--- src/rtl/truth_table_sweeper_pkg.sv ---
// sweep_pkg: shared types and constants for the truth-table sweeper.
//   state_t     : FSM encoding (IDLE/APPLY/SAMPLE/DONE)
//   MAX_VARS_DEF: default maximum number of input variables
//   SETTLE_W    : width of the settle down-counter (SETTLE up to 15)
//   nvars_legal : range check for a requested variable count
package sweep_pkg;

    localparam int MAX_VARS_DEF = 4;
    localparam int SETTLE_W     = 4;

    typedef enum logic [1:0] {
        IDLE   = 2'd0,
        APPLY  = 2'd1,
        SAMPLE = 2'd2,
        DONE   = 2'd3
    } state_t;

    function automatic logic nvars_legal(input logic [2:0] n, input int max_vars);
        return (n != 3'd0) && (int'({1'b0, n}) <= max_vars);
    endfunction

endpackage

--- src/rtl/truth_table_sweeper_if.sv ---
// truth_table_sweeper_if: control and result bus of the sweeper.
//   master: controller side (drives start/nvars and the SOP/POS outputs
//           of the functions under test, observes vec_out and results)
//   slave : the sweeper itself
interface truth_table_sweeper_if
    import sweep_pkg::*;
#(
    parameter int MAX_VARS = MAX_VARS_DEF
) ();
    logic                       start;
    logic [2:0]                 nvars;
    logic [MAX_VARS-1:0]        vec_out;
    logic                       sop_in;
    logic                       pos_in;
    logic                       busy;
    logic                       done;
    logic                       cfg_err;
    logic [(1<<MAX_VARS)-1:0]   minterms;
    logic [MAX_VARS:0]          mismatch_cnt;
    logic                       mismatch_flag;
    logic [MAX_VARS-1:0]        first_mis;

    modport master (
        output start, nvars, sop_in, pos_in,
        input  vec_out, busy, done, cfg_err, minterms, mismatch_cnt,
               mismatch_flag, first_mis
    );

    modport slave (
        input  start, nvars, sop_in, pos_in,
        output vec_out, busy, done, cfg_err, minterms, mismatch_cnt,
               mismatch_flag, first_mis
    );
endinterface

--- src/rtl/truth_table_sweeper_index_counter.sv ---
// sweep_index_counter: vector index plus per-vector settle down-counter.
//   clk, rst_n  : clock, async active-low reset
//   load_i      : start of sweep - index to 0, settle reloaded
//   step_i      : advance to next vector - index+1, settle reloaded
//   clr_i       : end of sweep - index and settle back to 0
//   nvars_i     : latched variable count (for the last-index compare)
//   index_o     : current vector index
//   settle_tc_o : settle counter expired (APPLY may move on)
//   last_o      : index is 2**nvars-1
module sweep_index_counter
    import sweep_pkg::*;
#(
    parameter int MAX_VARS = MAX_VARS_DEF,
    parameter int SETTLE   = 1
) (
    input  logic                clk,
    input  logic                rst_n,
    input  logic                load_i,
    input  logic                step_i,
    input  logic                clr_i,
    input  logic [2:0]          nvars_i,
    output logic [MAX_VARS-1:0] index_o,
    output logic                settle_tc_o,
    output logic                last_o
);
    // Reload with SETTLE-1 so APPLY lasts exactly SETTLE cycles, counting
    // the cycle in which the counter reads zero.
    localparam logic [SETTLE_W-1:0] SETTLE_LD = SETTLE_W'(SETTLE - 1);

    logic [MAX_VARS-1:0] index_q, index_d;
    logic [SETTLE_W-1:0] settle_q, settle_d;
    logic [MAX_VARS:0]   top_idx;

    always_comb begin
        index_d  = index_q;
        settle_d = settle_q;
        if (clr_i) begin
            index_d  = '0;
            settle_d = '0;
        end else if (load_i) begin
            index_d  = '0;
            settle_d = SETTLE_LD;
        end else if (step_i) begin
            index_d  = index_q + 1'b1;
            settle_d = SETTLE_LD;
        end else if (settle_q != '0) begin
            settle_d = settle_q - 1'b1;
        end
    end

    always_ff @(posedge clk or negedge rst_n) begin
        if (!rst_n) begin
            index_q  <= '0;
            settle_q <= '0;
        end else begin
            index_q  <= index_d;
            settle_q <= settle_d;
        end
    end

    assign top_idx     = (MAX_VARS+1)'((1 << nvars_i) - 1);
    assign last_o      = ({1'b0, index_q} == top_idx);
    assign settle_tc_o = (settle_q == '0);
    assign index_o     = index_q;

endmodule

--- src/rtl/truth_table_sweeper.sv ---
// truth_table_sweeper: walks every input vector of an nvars-input function,
// feeds it to SOP and POS implementations, records the SOP minterm mask and
// counts SOP/POS disagreements.
//   clk, rst_n : clock, async active-low reset (aborts a sweep, no done)
//   bus        : truth_table_sweeper_if.slave (start/nvars/sop_in/pos_in in;
//                vec_out/busy/done/cfg_err/minterms/mismatch_* out)
// Build option: SWEEP_STOP_ON_MISMATCH_EN ends the sweep at the first
// mismatching vector instead of completing it.
module truth_table_sweeper
    import sweep_pkg::*;
#(
    parameter int MAX_VARS = MAX_VARS_DEF,
    parameter int SETTLE   = 1
) (
    input  logic                    clk,
    input  logic                    rst_n,
    truth_table_sweeper_if.slave    bus
);
    state_t                     state_q;
    logic [2:0]                 nvars_q;
    logic [MAX_VARS-1:0]        vec_q;
    logic                       busy_q, done_q, cfg_err_q;
    logic [(1<<MAX_VARS)-1:0]   minterms_q;
    logic [MAX_VARS:0]          mis_cnt_q;
    logic                       mis_flag_q;
    logic [MAX_VARS-1:0]        first_mis_q;

    logic [MAX_VARS-1:0]        index;
    logic                       settle_tc, last, mis, start_ok, end_sweep;
    logic                       cnt_load, cnt_step, cnt_clr;

    assign start_ok = nvars_legal(bus.nvars, MAX_VARS);
    assign mis      = bus.sop_in ^ bus.pos_in;

`ifdef SWEEP_STOP_ON_MISMATCH_EN
    assign end_sweep = last | mis;
`else
    assign end_sweep = last;
`endif

    assign cnt_load = (state_q == IDLE) && bus.start && start_ok;
    assign cnt_step = (state_q == SAMPLE) && !end_sweep;
    assign cnt_clr  = (state_q == SAMPLE) && end_sweep;

    sweep_index_counter #(
        .MAX_VARS (MAX_VARS),
        .SETTLE   (SETTLE)
    ) u_cnt (
        .clk         (clk),
        .rst_n       (rst_n),
        .load_i      (cnt_load),
        .step_i      (cnt_step),
        .clr_i       (cnt_clr),
        .nvars_i     (nvars_q),
        .index_o     (index),
        .settle_tc_o (settle_tc),
        .last_o      (last)
    );

    always_ff @(posedge clk or negedge rst_n) begin
        if (!rst_n) begin
            state_q     <= IDLE;
            nvars_q     <= '0;
            vec_q       <= '0;
            busy_q      <= 1'b0;
            done_q      <= 1'b0;
            cfg_err_q   <= 1'b0;
            minterms_q  <= '0;
            mis_cnt_q   <= '0;
            mis_flag_q  <= 1'b0;
            first_mis_q <= '0;
        end else begin
            done_q    <= 1'b0;
            cfg_err_q <= 1'b0;
            case (state_q)
                IDLE: begin
                    if (bus.start) begin
                        if (start_ok) begin
                            nvars_q     <= bus.nvars;
                            vec_q       <= '0;
                            busy_q      <= 1'b1;
                            minterms_q  <= '0;
                            mis_cnt_q   <= '0;
                            mis_flag_q  <= 1'b0;
                            first_mis_q <= '0;
                            state_q     <= APPLY;
                        end else begin
                            cfg_err_q <= 1'b1;
                        end
                    end
                end
                APPLY: begin
                    if (settle_tc) state_q <= SAMPLE;
                end
                SAMPLE: begin
                    minterms_q[index] <= bus.sop_in;
                    if (mis) begin
                        mis_cnt_q <= mis_cnt_q + 1'b1;
                        if (!mis_flag_q) begin
                            mis_flag_q  <= 1'b1;
                            first_mis_q <= index;
                        end
                    end
                    if (end_sweep) begin
                        vec_q   <= '0;
                        done_q  <= 1'b1;
                        state_q <= DONE;
                    end else begin
                        vec_q   <= index + 1'b1;
                        state_q <= APPLY;
                    end
                end
                DONE: begin
                    busy_q  <= 1'b0;
                    state_q <= IDLE;
                end
                default: state_q <= IDLE;
            endcase
        end
    end

    assign bus.vec_out       = vec_q;
    assign bus.busy          = busy_q;
    assign bus.done          = done_q;
    assign bus.cfg_err       = cfg_err_q;
    assign bus.minterms      = minterms_q;
    assign bus.mismatch_cnt  = mis_cnt_q;
    assign bus.mismatch_flag = mis_flag_q;
    assign bus.first_mis     = first_mis_q;

endmodule
--- src/flat_wrapper.sv ---
// flat-port wrapper written by rule: the top's interface ports become plain ports
module truth_table_sweeper_flat import sweep_pkg::*;
#(
    parameter int MAX_VARS = MAX_VARS_DEF,
    parameter int SETTLE   = 1
)
  (clk, rst_n, bus_start, bus_nvars, bus_sop_in, bus_pos_in, bus_vec_out, bus_busy, bus_done, bus_cfg_err, bus_minterms, bus_mismatch_cnt, bus_mismatch_flag, bus_first_mis);
  truth_table_sweeper_if #(.MAX_VARS(MAX_VARS)) bus_i ();
  input  logic clk;
  input  logic rst_n;
  input wire logic [$bits(bus_i.start)-1:0] bus_start;
  input wire logic [$bits(bus_i.nvars)-1:0] bus_nvars;
  input wire logic [$bits(bus_i.sop_in)-1:0] bus_sop_in;
  input wire logic [$bits(bus_i.pos_in)-1:0] bus_pos_in;
  output wire logic [$bits(bus_i.vec_out)-1:0] bus_vec_out;
  output wire logic [$bits(bus_i.busy)-1:0] bus_busy;
  output wire logic [$bits(bus_i.done)-1:0] bus_done;
  output wire logic [$bits(bus_i.cfg_err)-1:0] bus_cfg_err;
  output wire logic [$bits(bus_i.minterms)-1:0] bus_minterms;
  output wire logic [$bits(bus_i.mismatch_cnt)-1:0] bus_mismatch_cnt;
  output wire logic [$bits(bus_i.mismatch_flag)-1:0] bus_mismatch_flag;
  output wire logic [$bits(bus_i.first_mis)-1:0] bus_first_mis;
  assign bus_i.start = bus_start;
  assign bus_i.nvars = bus_nvars;
  assign bus_i.sop_in = bus_sop_in;
  assign bus_i.pos_in = bus_pos_in;
  assign bus_vec_out = bus_i.vec_out;
  assign bus_busy = bus_i.busy;
  assign bus_done = bus_i.done;
  assign bus_cfg_err = bus_i.cfg_err;
  assign bus_minterms = bus_i.minterms;
  assign bus_mismatch_cnt = bus_i.mismatch_cnt;
  assign bus_mismatch_flag = bus_i.mismatch_flag;
  assign bus_first_mis = bus_i.first_mis;
  truth_table_sweeper #(.MAX_VARS(MAX_VARS), .SETTLE(SETTLE)) u_core (.clk(clk), .rst_n(rst_n), .bus(bus_i));
endmodule
--- config.mk ---
export PLATFORM = sky130hd
export DESIGN_NAME = truth_table_sweeper_flat
export DESIGN_NICKNAME = d
export VERILOG_FILES = /design/src/rtl/truth_table_sweeper_pkg.sv /design/src/rtl/truth_table_sweeper_if.sv /design/src/rtl/truth_table_sweeper_index_counter.sv /design/src/rtl/truth_table_sweeper.sv /design/src/flat_wrapper.sv
export SDC_FILE = /design/constraint.sdc
export NUM_CORES = 1
export LEC_CHECK = 0
export ABC_AREA = 1
export CORE_UTILIZATION = 50
export DETAILED_ROUTE_END_ITERATION = 8
export GPL_ROUTABILITY_DRIVEN = 0
export PLACE_DENSITY_LB_ADDON = 0.25
export SLEW_MARGIN = 20
export SYNTH_ARGS = -nofsm -noshare
export SYNTH_HDL_FRONTEND = slang
export SYNTH_SLANG_ARGS = --single-unit
--- constraint.sdc ---
create_clock -name clk -period 1.45 [get_ports clk]
set_clock_uncertainty 0.1 [all_clocks]
set_input_delay 0.2175 -clock clk [delete_from_list [all_inputs] [get_ports clk]]
set_output_delay 0.2175 -clock clk [all_outputs]
set_load 0.02 [all_outputs]
==> results of run 1 <==
## repair_timing
action | in CTS | in global routing
setup endpoints to repair | 39 | 34
hold buffers | 1 | 0
gates cloned | 0 | 1
resized for setup | 35 | 29
hold endpoints to repair | 46 | 0
pin swaps | 0 | 5
setup buffers | 0 | 5
## final cells by class
class                           count  area [sq um]  area share
Multi-Input combinational cell    211          1164      0.3666
Sequential cell                    46          1155      0.3638
Timing Repair Buffer               66         594.3      0.1872
Inverter                           22         87.58     0.02759
Clock buffer                        5         68.82     0.02168
Tap cell                           52         65.06     0.02050
Clock inverter                      3         40.04     0.01261
## cell usage after synthesis (all sizes together)
cell and count:
xnor2 4, nor2 25, nand3b 1, buf 6, clkbuf 3, nor3 3, or2 1, ha 7
dfrtp 46, xor2 3, nand3 36, a21oi 5, o21ai 31, nand2 94, inv 22
## metrics by stage
stage / TNS (ns) / instance area (sq um) / total power [uW] / hold WS (ns)
2_1_floorplan: 0 / 2362 / 2267 / -0.1781
3_3_place_gp: -6.605 / 2955 / 2704 / 0.1145
3_5_place_dp: -8.256 / 2955 / 2722 / 0.1206
4_1_cts: 0 / 3047 / 3641 / 0.3284
5_1_grt: -0.1145 / 3174 / 4004 / 0.2045
6_report: 0 / 3174 / 3776 / 0.1952
## sequential cells by signal (all words and copies together), names as in the netlist
signal / cells
u_core.nvars_q: 3
u_core.bus.done: 1
u_core.bus.first_mis: 4
u_core.u_cnt.settle_q: 4
u_core.state_q: 2
u_core.bus.cfg_err: 1
u_core.bus.mismatch_cnt: 5
u_core.bus.vec_out: 4
u_core.bus.busy: 1
u_core.bus.mismatch_flag: 1
u_core.u_cnt.index_o: 4
u_core.bus.minterms: 16
## worst max-delay path, cell delays in order (launching register included)
cell	delay, ns
dfrtp_1	0.43
nor2_2	0.13
nand2_1	0.10
inv_2	0.08
nand2_4	0.09
buf_4	0.21
nor2_1	0.12
a21oi_1	0.06
## layer usage
metal / GRT usage / vias up
met5: 0 / -
met4: 0.09333 / 0
met3: 0.04843 / 6
met2: 0.3718 / 46
met1: 0.2909 / 1012
li1: - / 1054
## power by group
part	internal, uW	leakage [uW]	total (uW)	switching (uW)
Combinational	499	0.00104	1300	802
Clock	507	0.0000579	944	436
Sequential	1420	0.000620	1530	113
## kinds of logic (layout without fill, tap and decap cells)
kind of cell / Yosys count / count (layout)
buffers and inverters: 31 / 96
AO/OA/AOI/OAI: 36 / 36
flip-flops: 46 / 46
AND/OR/NAND/NOR: 160 / 161
XOR/XNOR: 7 / 7
adder cells (fa/ha/maj): 7 / 7
## how the worst min path moves through the flow
stage                      start                          to  slack (ns)  cells past startpoint
finish              bus_nvars[1]           u_core.nvars_q[1]        0.20                      3
global route        bus_nvars[1]           u_core.nvars_q[1]        0.20                      3
CTS                        rst_n     u_core.bus.first_mis[3]        0.33                      3
detailed placement         rst_n  u_core.bus.mismatch_cnt[2]        0.12                      2
global placement           rst_n  u_core.bus.mismatch_cnt[0]        0.11                      2
floorplan                  rst_n             u_core.bus.busy       -0.18                      0
==> metrics.txt, run 1 <==
WL met1 2364 um; Yosys top cell by area dfrtp_1; clk slew on worst S/H paths 0.08 ns; Seq/Total Area, Yosys 0.4873; PD cells around 1200 nW/um^2; H-tree depth 2; P_leak approximately 0.0017 uW; GRT Overall Usage 0.2257; post-synthesis compound-gate area fraction 0.08581; CP Launch Point u_core.state_q[0]; Top Layer Used met4; CTS Buf Count 5; Worst EP required 1.54 ns; RSZ-0062 raised after global routing yes; FF-to-FF Start u_core.state_q[0]; adder-cell share of the synthesized area 0.03708; Util after Layout 0.7142; main combinational cell family by area after synthesis simple AND/OR/NAND/NOR gates; post-route minimum period ~1.4 ns; Synth top area share 0.4873; max-slew violation count 0; vias per inst 5.230; largest net degree at the start of global routing 47; clk sink count between 40 and 50; worst-path fanout max 16; Cell Area, Synth approximately 2400 sq um; gr ovfl total 0; Die ar. between 5000 and 6000 sq um; layout cells sized above 1 0.2181; most frequent cells in the layout 85 x nand2_1, 43 x dfrtp_1, 33 x dlygate4sd2_1, 31 x nand3_1; Post-DP HPWL 3477 um; Fillers 360; Slew headroom 0.8371; Synth Area in XOR/XNOR 0.02595; core area roughly 4400 sq um; leading cell type in the layout, fill and taps excluded nand2_1; CTS max path bufs 2; Setup WS post-layout 0.03211 ns; post-synthesis area per instance between 8 and 9 sq um; Yosys warning count 0; fmax 705.3 MHz; post-synthesis mux area share 0; Ports between 40 and 50; Peak VDD IR 0.8982 mV; ranking of synthesized cells by area dfrtp_1 49%, nand2_1 14%, nand3_1 7.0%, o21ai_1 4.2%, ha_1 3.7%; Max Cap Viol 0; startpoint types flip-flop; r2r worst-path depth 7; Syn Inst Count approximately 290; CP Data Arrival Time about 1.5 ns; Least-Margin Pin Slew approximately 0.24 ns; DR DRC count 4; Synth cell types 26; remaining antenna violation count 0; Fin. Hold Viols 0; CP Class reg2reg; Final setup viols 0; port bufs 40; Hold Path Class in2reg; vias about 2100; R2R Path End u_core.nvars_q[1]; area delta synth->final 34.37%; Yosys reg bits 46; Antenna diodes 0; Setup crit end kind flip-flop; Inst Count DP 390; first-pass GRT wire length between 8000 and 9000 um; Iter 0 DRT Violations 100; DR pass1 iterations 6; clk_lat worst skew ~0.3 ns; clock root buffer clkbuf_8; violated checks DRC; Starting Density 0.5315; end point of the critical path u_core.nvars_q[1]; met3 wire len between 200 and 300 um; Place WS -0.3168 ns; Non-Filler Instances between 400 and 500; vias in the first global route 2061; Die Y slightly above 70 um; met2 WL around 2500 um; Synth Area in Simple Gates 0.3056; Final period util 0.9779; status complete, but fails checks; cell row count 24; R2R Setup Slk 0.03 ns; antenna violations before repair 0; final WL between 5000 and 6000 um; TritonCTS clock tree yes; Final Net Count 367; Chip Width a little over 70 um; post-synthesis net count roughly 300; WL/cell 12.85 um
Note: power is estimated with default switching activity, not from simulation.
==> run 2, diff against run 1 <==
--- a/config.mk
+++ b/config.mk
@@ -6,6 +6,7 @@
 export NUM_CORES = 1
 export LEC_CHECK = 0
 export ABC_AREA = 1
+export CORE_ASPECT_RATIO = 0.9
 export CORE_UTILIZATION = 50
 export DETAILED_ROUTE_END_ITERATION = 8
 export GPL_ROUTABILITY_DRIVEN = 0
==> constraint.sdc (replaced) <==
create_clock -name clk -period 1.45 [get_ports clk]
set_clock_uncertainty 0.1 [all_clocks]
set_input_delay 0.435 -clock clk [delete_from_list [all_inputs] [get_ports clk]]
set_output_delay 0.435 -clock clk [all_outputs]
set_load 0.02 [all_outputs]
==> run 2 against run 1 <==
Against the previous run:
- the flow now finishes without violations
- final cell count up 7.7%
- worst hold slack worse by 0.19 ns
- core utilization up 1.0 points
- sequential power about the same
- first-iteration DRC count up 27%
- die area about the same
- count of clock-buffer cells in the layout up 3
- critical path depth down 6
- critical endpoint is now bus_mismatch_cnt[2]
- largest power group unchanged
- highest routed layer unchanged
==> metrics.txt, run 2 (synthesis gave the netlist of run 1 again) <==
WL met1 2507 um (was 2364 um); Peak VDD IR 0.9559 mV (was 0.8982 mV); clock root buffer clkbuf_8 (unchanged); DP Area 3080 sq um (was 2955 sq um); r2r worst-path depth 9 (was 7); Setup WS post-layout 0.04915 ns (was 0.03211 ns); Worst EP required 0.92 ns (was 1.54 ns); max-slew violation count 0 (unchanged); CP Data Arrival Time 0.87 ns (was 1.51 ns); first-pass GRT wire length 9446 um (was 8921 um); number of flip-flops in the largest register 16 (unchanged); vias in the first global route 2144 (was 2061); Chip Width 74.46 um (was 70.74 um); worst-path fanout max 2 (was 16); leading cell type in the layout, fill and taps excluded nand2_1 (unchanged); Setup crit end kind output pin (was flip-flop); CP Class reg2out (was reg2reg); Place WS -0.5326 ns (was -0.3168 ns); met3 wire len 291 um (was 287 um); Hold Path Class in2async (was in2reg); WL/cell 13.03 um (was 12.85 um); fmax 713.9 MHz (was 705.3 MHz); remaining antenna violation count 0 (unchanged); DR DRC count 0 (was 4); Antenna diodes 0 (unchanged); CTS max path bufs 2 (unchanged); antenna violations before repair 0 (unchanged); design area 3252 sq um (was 3174 sq um); Critical Path, Cell by Cell buf_2 (was nor2_2 > nand2_1 > inv_2 > nand2_4 > buf_4 > nor2_1 > a21oi_1); Top Layer Used met4 (unchanged); Slew headroom 0.8333 (was 0.8371); cell family with most CP delay flip-flops (was simple AND/OR/NAND/NOR gates); CTS Buf Count 5 (unchanged); gr ovfl total 0 (unchanged); met2 WL 2814 um (was 2485 um); Final Net Count 388 (was 367); GRT Overall Usage 0.2509 (was 0.2257); core area 4489 sq um (was 4444 sq um); CP max stage delay 0.40 ns (was 0.43 ns); Buf+Inv Stages, Crit Path 1 (was 2); Least-Margin Pin Slew 0.2500 ns (was 0.2427 ns); port bufs 40 (unchanged); # hold bufs at CTS 0 (was 1); cell row count 23 (was 24); post-route minimum period 1.401 ns (was 1.418 ns); Starting Density 0.5262 (was 0.5315); largest net degree at the start of global routing 47 (unchanged); CP Depth 1 (was 7); TritonCTS clock tree yes (unchanged); PD cells 1158 nW/um^2 (was 1189 nW/um^2); Final Power 3767 uW (was 3776 uW); Max Cap Viol 0 (unchanged); Die ar. 5004 sq um (was 5003 sq um); layout cells sized above 1 0.3556 (was 0.2181); area delta synth->final 37.66% (was 34.37%); vias per inst 5.135 (was 5.230); most frequent cells in the layout 83 x nand2_1, 43 x dfrtp_1, 42 x buf_4, 34 x buf_2, 31 x nand3_1 (was 85 x nand2_1, 43 x dfrtp_1, 33 x dlygate4sd2_1, 31 x nand3_1); clk slew on worst S/H paths 0.09 ns (was 0.08 ns); H-tree depth 2 (unchanged); final WL 5683 um (was 5206 um); Die Y 67.21 um (was 70.74 um); Worst path slowest cell dfrtp_1 (unchanged); startpoint types flip-flop (unchanged); status finished, final reports clean (was complete, but fails checks); vias 2239 (was 2118); Post-DP HPWL 3760 um (was 3477 um); Iter 0 DRT Violations 127 (was 100); clk sink count 46 (unchanged); Ports 41 (unchanged); DR pass1 iterations 4 (was 6); P_leak 0.001760 uW (was 0.001716 uW); Final setup viols 0 (unchanged); clk_lat worst skew 0.30 ns (about the same); Final period util 0.9661 (was 0.9779); Fin. Hold Viols 0 (unchanged)
## run 2: changes by cell type in the layout (fill, tap and decap cells not counted), sizes merged
cell	before	now
clkinv	2	0
dlygate4sd2	33	4
clkbuf	5	8
clkdlybuf4s50	4	0
dlygate4sd3	1	0
buf	26	80
bufinv	1	0
nand2	95	96
## run 2: per-layer routing
layer	up-vias	GRT usage
li1	1093	-
met1	1078	0.3166
met2	61	0.4223
met3	7	0.04925
met4	0	0.1038
met5	-	0
## run 2: where the power goes
group	switching (uW)	internal [uW]	leakage [uW]	total (uW)
logic	819	509	0.00108	1330
registers	112	1420	0.000620	1530
clock network	426	481	0.0000575	907
## run 2: metrics by stage
step,util,std cells,hold WS (ns),setup TNS [ns]
final,0.7244,436,0.0009540,0
after global routing,0.7244,436,0.01613,-0.04660
after CTS,0.6895,426,0.01522,-0.1964
after detailed placement,0.6862,415,0.3389,-17.81
after global placement,0.6862,415,0.3347,-16.65
after floorplan,-,287,0.03941,0
## run 2: final cells by class
| class | count | area (sq um) |
|---|---|---|
| Fill cell | 355 | 1237 |
| Multi-Input combinational cell | 212 | 1205 |
| Sequential cell | 46 | 1155 |
| Timing Repair Buffer | 86 | 616.8 |
| Clock buffer | 8 | 110.1 |
| Inverter | 22 | 87.58 |
| Tap cell | 62 | 77.57 |
## run 2: worst paths after layout
path	from	to	slack, ns
min	rst_n	u_core.bus.mismatch_cnt[0]	0.001
min reg2reg	u_core.bus.minterms[4]	u_core.bus.minterms[4]	0.38
max reg2reg	u_core.state_q[1]	u_core.bus.minterms[10]	0.06
max in group asynchronous	rst_n	u_core.u_cnt.index_o[2]	1.01
min in group clk	u_core.bus.minterms[4]	u_core.bus.minterms[4]	0.38
max	u_core.bus.mismatch_cnt[2]	bus_mismatch_cnt[2]	0.05
## run 2: timing repair
action / 4_1_cts / 5_1_grt
endpoints found under the setup margin: 71 / 37
hold endpoints to repair: 0 / 0
pin swaps: 4 / 7
buffers inserted: 1 / 10
resized for setup: 145 / 25
gates cloned: 2 / 0
==> run 3, diff against run 2 <==
--- a/config.mk
+++ b/config.mk
@@ -7,6 +7,7 @@
 export LEC_CHECK = 0
 export ABC_AREA = 1
 export CORE_ASPECT_RATIO = 0.9
+export CORE_MARGIN = 8
 export CORE_UTILIZATION = 50
 export DETAILED_ROUTE_END_ITERATION = 8
 export GPL_ROUTABILITY_DRIVEN = 0
==> run 3 against run 2 <==
Against the previous run:
- highest routed layer unchanged
- the run now ends with hold timing, setup timing left
- cell area grew 0.96%
- setup slack lost 0.086 ns
- total power decreased by 0.63%
- largest power group unchanged
- non-clock buffer count is 1 lower
- critical path depth up 8
- critical endpoint is now u_core.bus.minterms[11]
- final cell count fell by 0.69%
- core utilization grew 0.70 points
- first-iteration DRC count grew 39%
- sequential cell count did not move
- register-to-register slack got worse by 0.097 ns
==> metrics.txt, run 3 (synthesis gave the netlist of run 1 again) <==
startpoint types flip-flop (unchanged); final WL 6321 um (was 5683 um); Setup WS post-layout -0.03723 ns (was 0.04915 ns); Peak VDD IR 0.8827 mV (was 0.9559 mV); post-route minimum period 1.487 ns (was 1.401 ns); remaining antenna violation count 0 (unchanged); Die Y 81.21 um (was 67.21 um); Top Layer Used met4 (unchanged); Hold Path Class in2async (unchanged); H-tree depth 2 (unchanged); worst-path fanout max 4 (was 2); WL/cell 14.60 um (was 13.03 um); max-slew violation count 0 (unchanged); PD cells 1140 nW/um^2 (was 1158 nW/um^2); Final period util 1.026 (was 0.9661); Util after Layout 0.7313 (was 0.7244); Final setup viols 6 (was 0); Chip Width 88.46 um (was 74.46 um); CP Data Arrival Time 1.58 ns (was 0.87 ns); Post-DP HPWL 3934 um (was 3760 um); Worst EP required 1.55 ns (was 0.92 ns); clk slew on worst S/H paths 0.08 ns (was 0.09 ns); vias in the first global route 2292 (was 2144); DR pass1 iterations 4 (unchanged); antenna violations before repair 0 (unchanged); leading cell type in the layout, fill and taps excluded nand2_1 (unchanged); Setup crit end kind flip-flop (was output pin); Die ar. 7183 sq um (was 5004 sq um); WL met1 2634 um (was 2507 um); vias 2243 (was 2239); gr ovfl total 0 (unchanged); Hold Slack -0.007570 ns (was 0.0009540 ns); Max Cap Viol 0 (unchanged); clk_lat worst skew 0.31 ns (was 0.30 ns); most frequent cells in the layout 84 x nand2_1, 44 x dfrtp_1, 38 x buf_4, 34 x buf_2, 30 x nand3_1 (was 83 x nand2_1, 43 x dfrtp_1, 42 x buf_4, 34 x buf_2, 31 x nand3_1); met2 WL 3099 um (was 2814 um); GRT Overall Usage 0.1874 (was 0.2509); core area 4489 sq um (unchanged); first-pass GRT wire length 10560 um (was 9446 um); largest net degree at the start of global routing 47 (unchanged); fmax 672.4 MHz (was 713.9 MHz); DR DRC count 0 (unchanged); area delta synth->final 38.98% (was 37.66%); Slew headroom 0.8351 (was 0.8333); Least-Margin Pin Slew 0.2474 ns (was 0.2500 ns); P_leak 0.001754 uW (was 0.001760 uW); Final Net Count 387 (was 388); Fin. Hold Viols 19 (was 0); vias per inst 5.180 (was 5.135); TritonCTS clock tree yes (unchanged); RSZ-0062 raised after global routing yes; CP Class reg2reg (was reg2out); clk sink count 46 (unchanged); clock root buffer clkbuf_8 (unchanged); Inst Count DP 414 (was 415); violated checks hold timing, setup timing; final setup TNS -0.1356 ns (was 0 ns); met3 wire len 444 um (was 291 um); CTS Buf Count 5 (unchanged); Non-Filler Instances 433 (was 436); Antenna diodes 0 (unchanged); Iter 0 DRT Violations 176 (was 127); CTS max path bufs 2 (unchanged); number of flip-flops in the largest register 16 (unchanged); layout cells sized above 1 0.3693 (was 0.3556); Ports 41 (unchanged); Starting Density 0.5262 (unchanged); status complete, but fails checks (was finished, final reports clean); port bufs 40 (unchanged); cell row count 23 (unchanged); Place WS -0.5287 ns (was -0.5326 ns)
-- run 3: cell types whose count changed in the layout (fill, tap and decap cells not counted), moves of 2 or more --
cell / previous run / this run
buf_8: 0 / 2
a21oi_1: 5 / 1
dlygate4sd2_1: 4 / 2
clkdlybuf4s50_1: 0 / 2
dlymetal6s2s_1: 2 / 0
clkbuf_2: 0 / 2
o21ai_2: 7 / 10
o21ai_0: 4 / 2
buf_4: 42 / 38
a21oi_2: 0 / 4
clkbuf_8: 8 / 6
-- run 3: per-layer routing --
| layer | vias to the layer above | GRT usage |
|---|---|---|
| met1 | 1050 | 0.2236 |
| met4 | 0 | 0.07589 |
| met5 | - | 0 |
| li1 | 1101 | - |
| met3 | 18 | 0.05444 |
| met2 | 74 | 0.3110 |
-- run 3: critical path: stages, from the launching register on --
cell     delay, ns
dfrtp_1       0.43
nor2_2        0.18
nand2_2       0.10
inv_4         0.09
nand2_8       0.08
buf_12        0.14
nand2_4       0.08
o21ai_2       0.06
nand2_1       0.06
nand2_1       0.06
-- run 3: final cells by class --
class / instances / area [sq um]
clock buffer: 6 / 82.58
fill: 339 / 1206
inverter: 22 / 92.59
multi-input combinational: 212 / 1231
sequential: 46 / 1154
tap: 62 / 77.57
timing repair buffer: 85 / 645.6
-- run 3: worst paths after layout --
check	endpoint	cells past startpoint	slack [ns]	start
max reg2reg	u_core.bus.minterms[11]	9	-0.04	u_core.state_q[0]
min	u_core.bus.first_mis[1]	2	-0.008	rst_n
max in group asynchronous	u_core.bus.minterms[7]	2	1.04	rst_n
max	u_core.bus.minterms[11]	9	-0.04	u_core.state_q[0]
min reg2reg	u_core.bus.minterms[2]	2	0.37	u_core.bus.minterms[2]
min in group clk	u_core.nvars_q[1]	3	0.34	bus_nvars[1]
-- run 3: power breakdown --
part / internal [uW] / switching (uW)
clock: 368 / 417
sequential: 1420 / 116
combinational: 551 / 874
total: 2340 / 1410
-- run 3: what timing repair did --
item,in CTS,in global routing
setup buffers,1,9
pin swaps,6,9
hold buffers,0,0
endpoints found under the hold margin,0,0
setup endpoints to repair,71,41
cloned,3,0
gates resized for setup,150,34
-- run 3: stage by stage --
| step | cell area [sq um] | total power [uW] |
|---|---|---|
| finish | 3283 | 3743 |
| global route | 3283 | 3965 |
| CTS | 3129 | 3578 |
| detailed placement | 3073 | 2743 |
| global placement | 3073 | 2718 |
| floorplan | 2362 | 2267 |
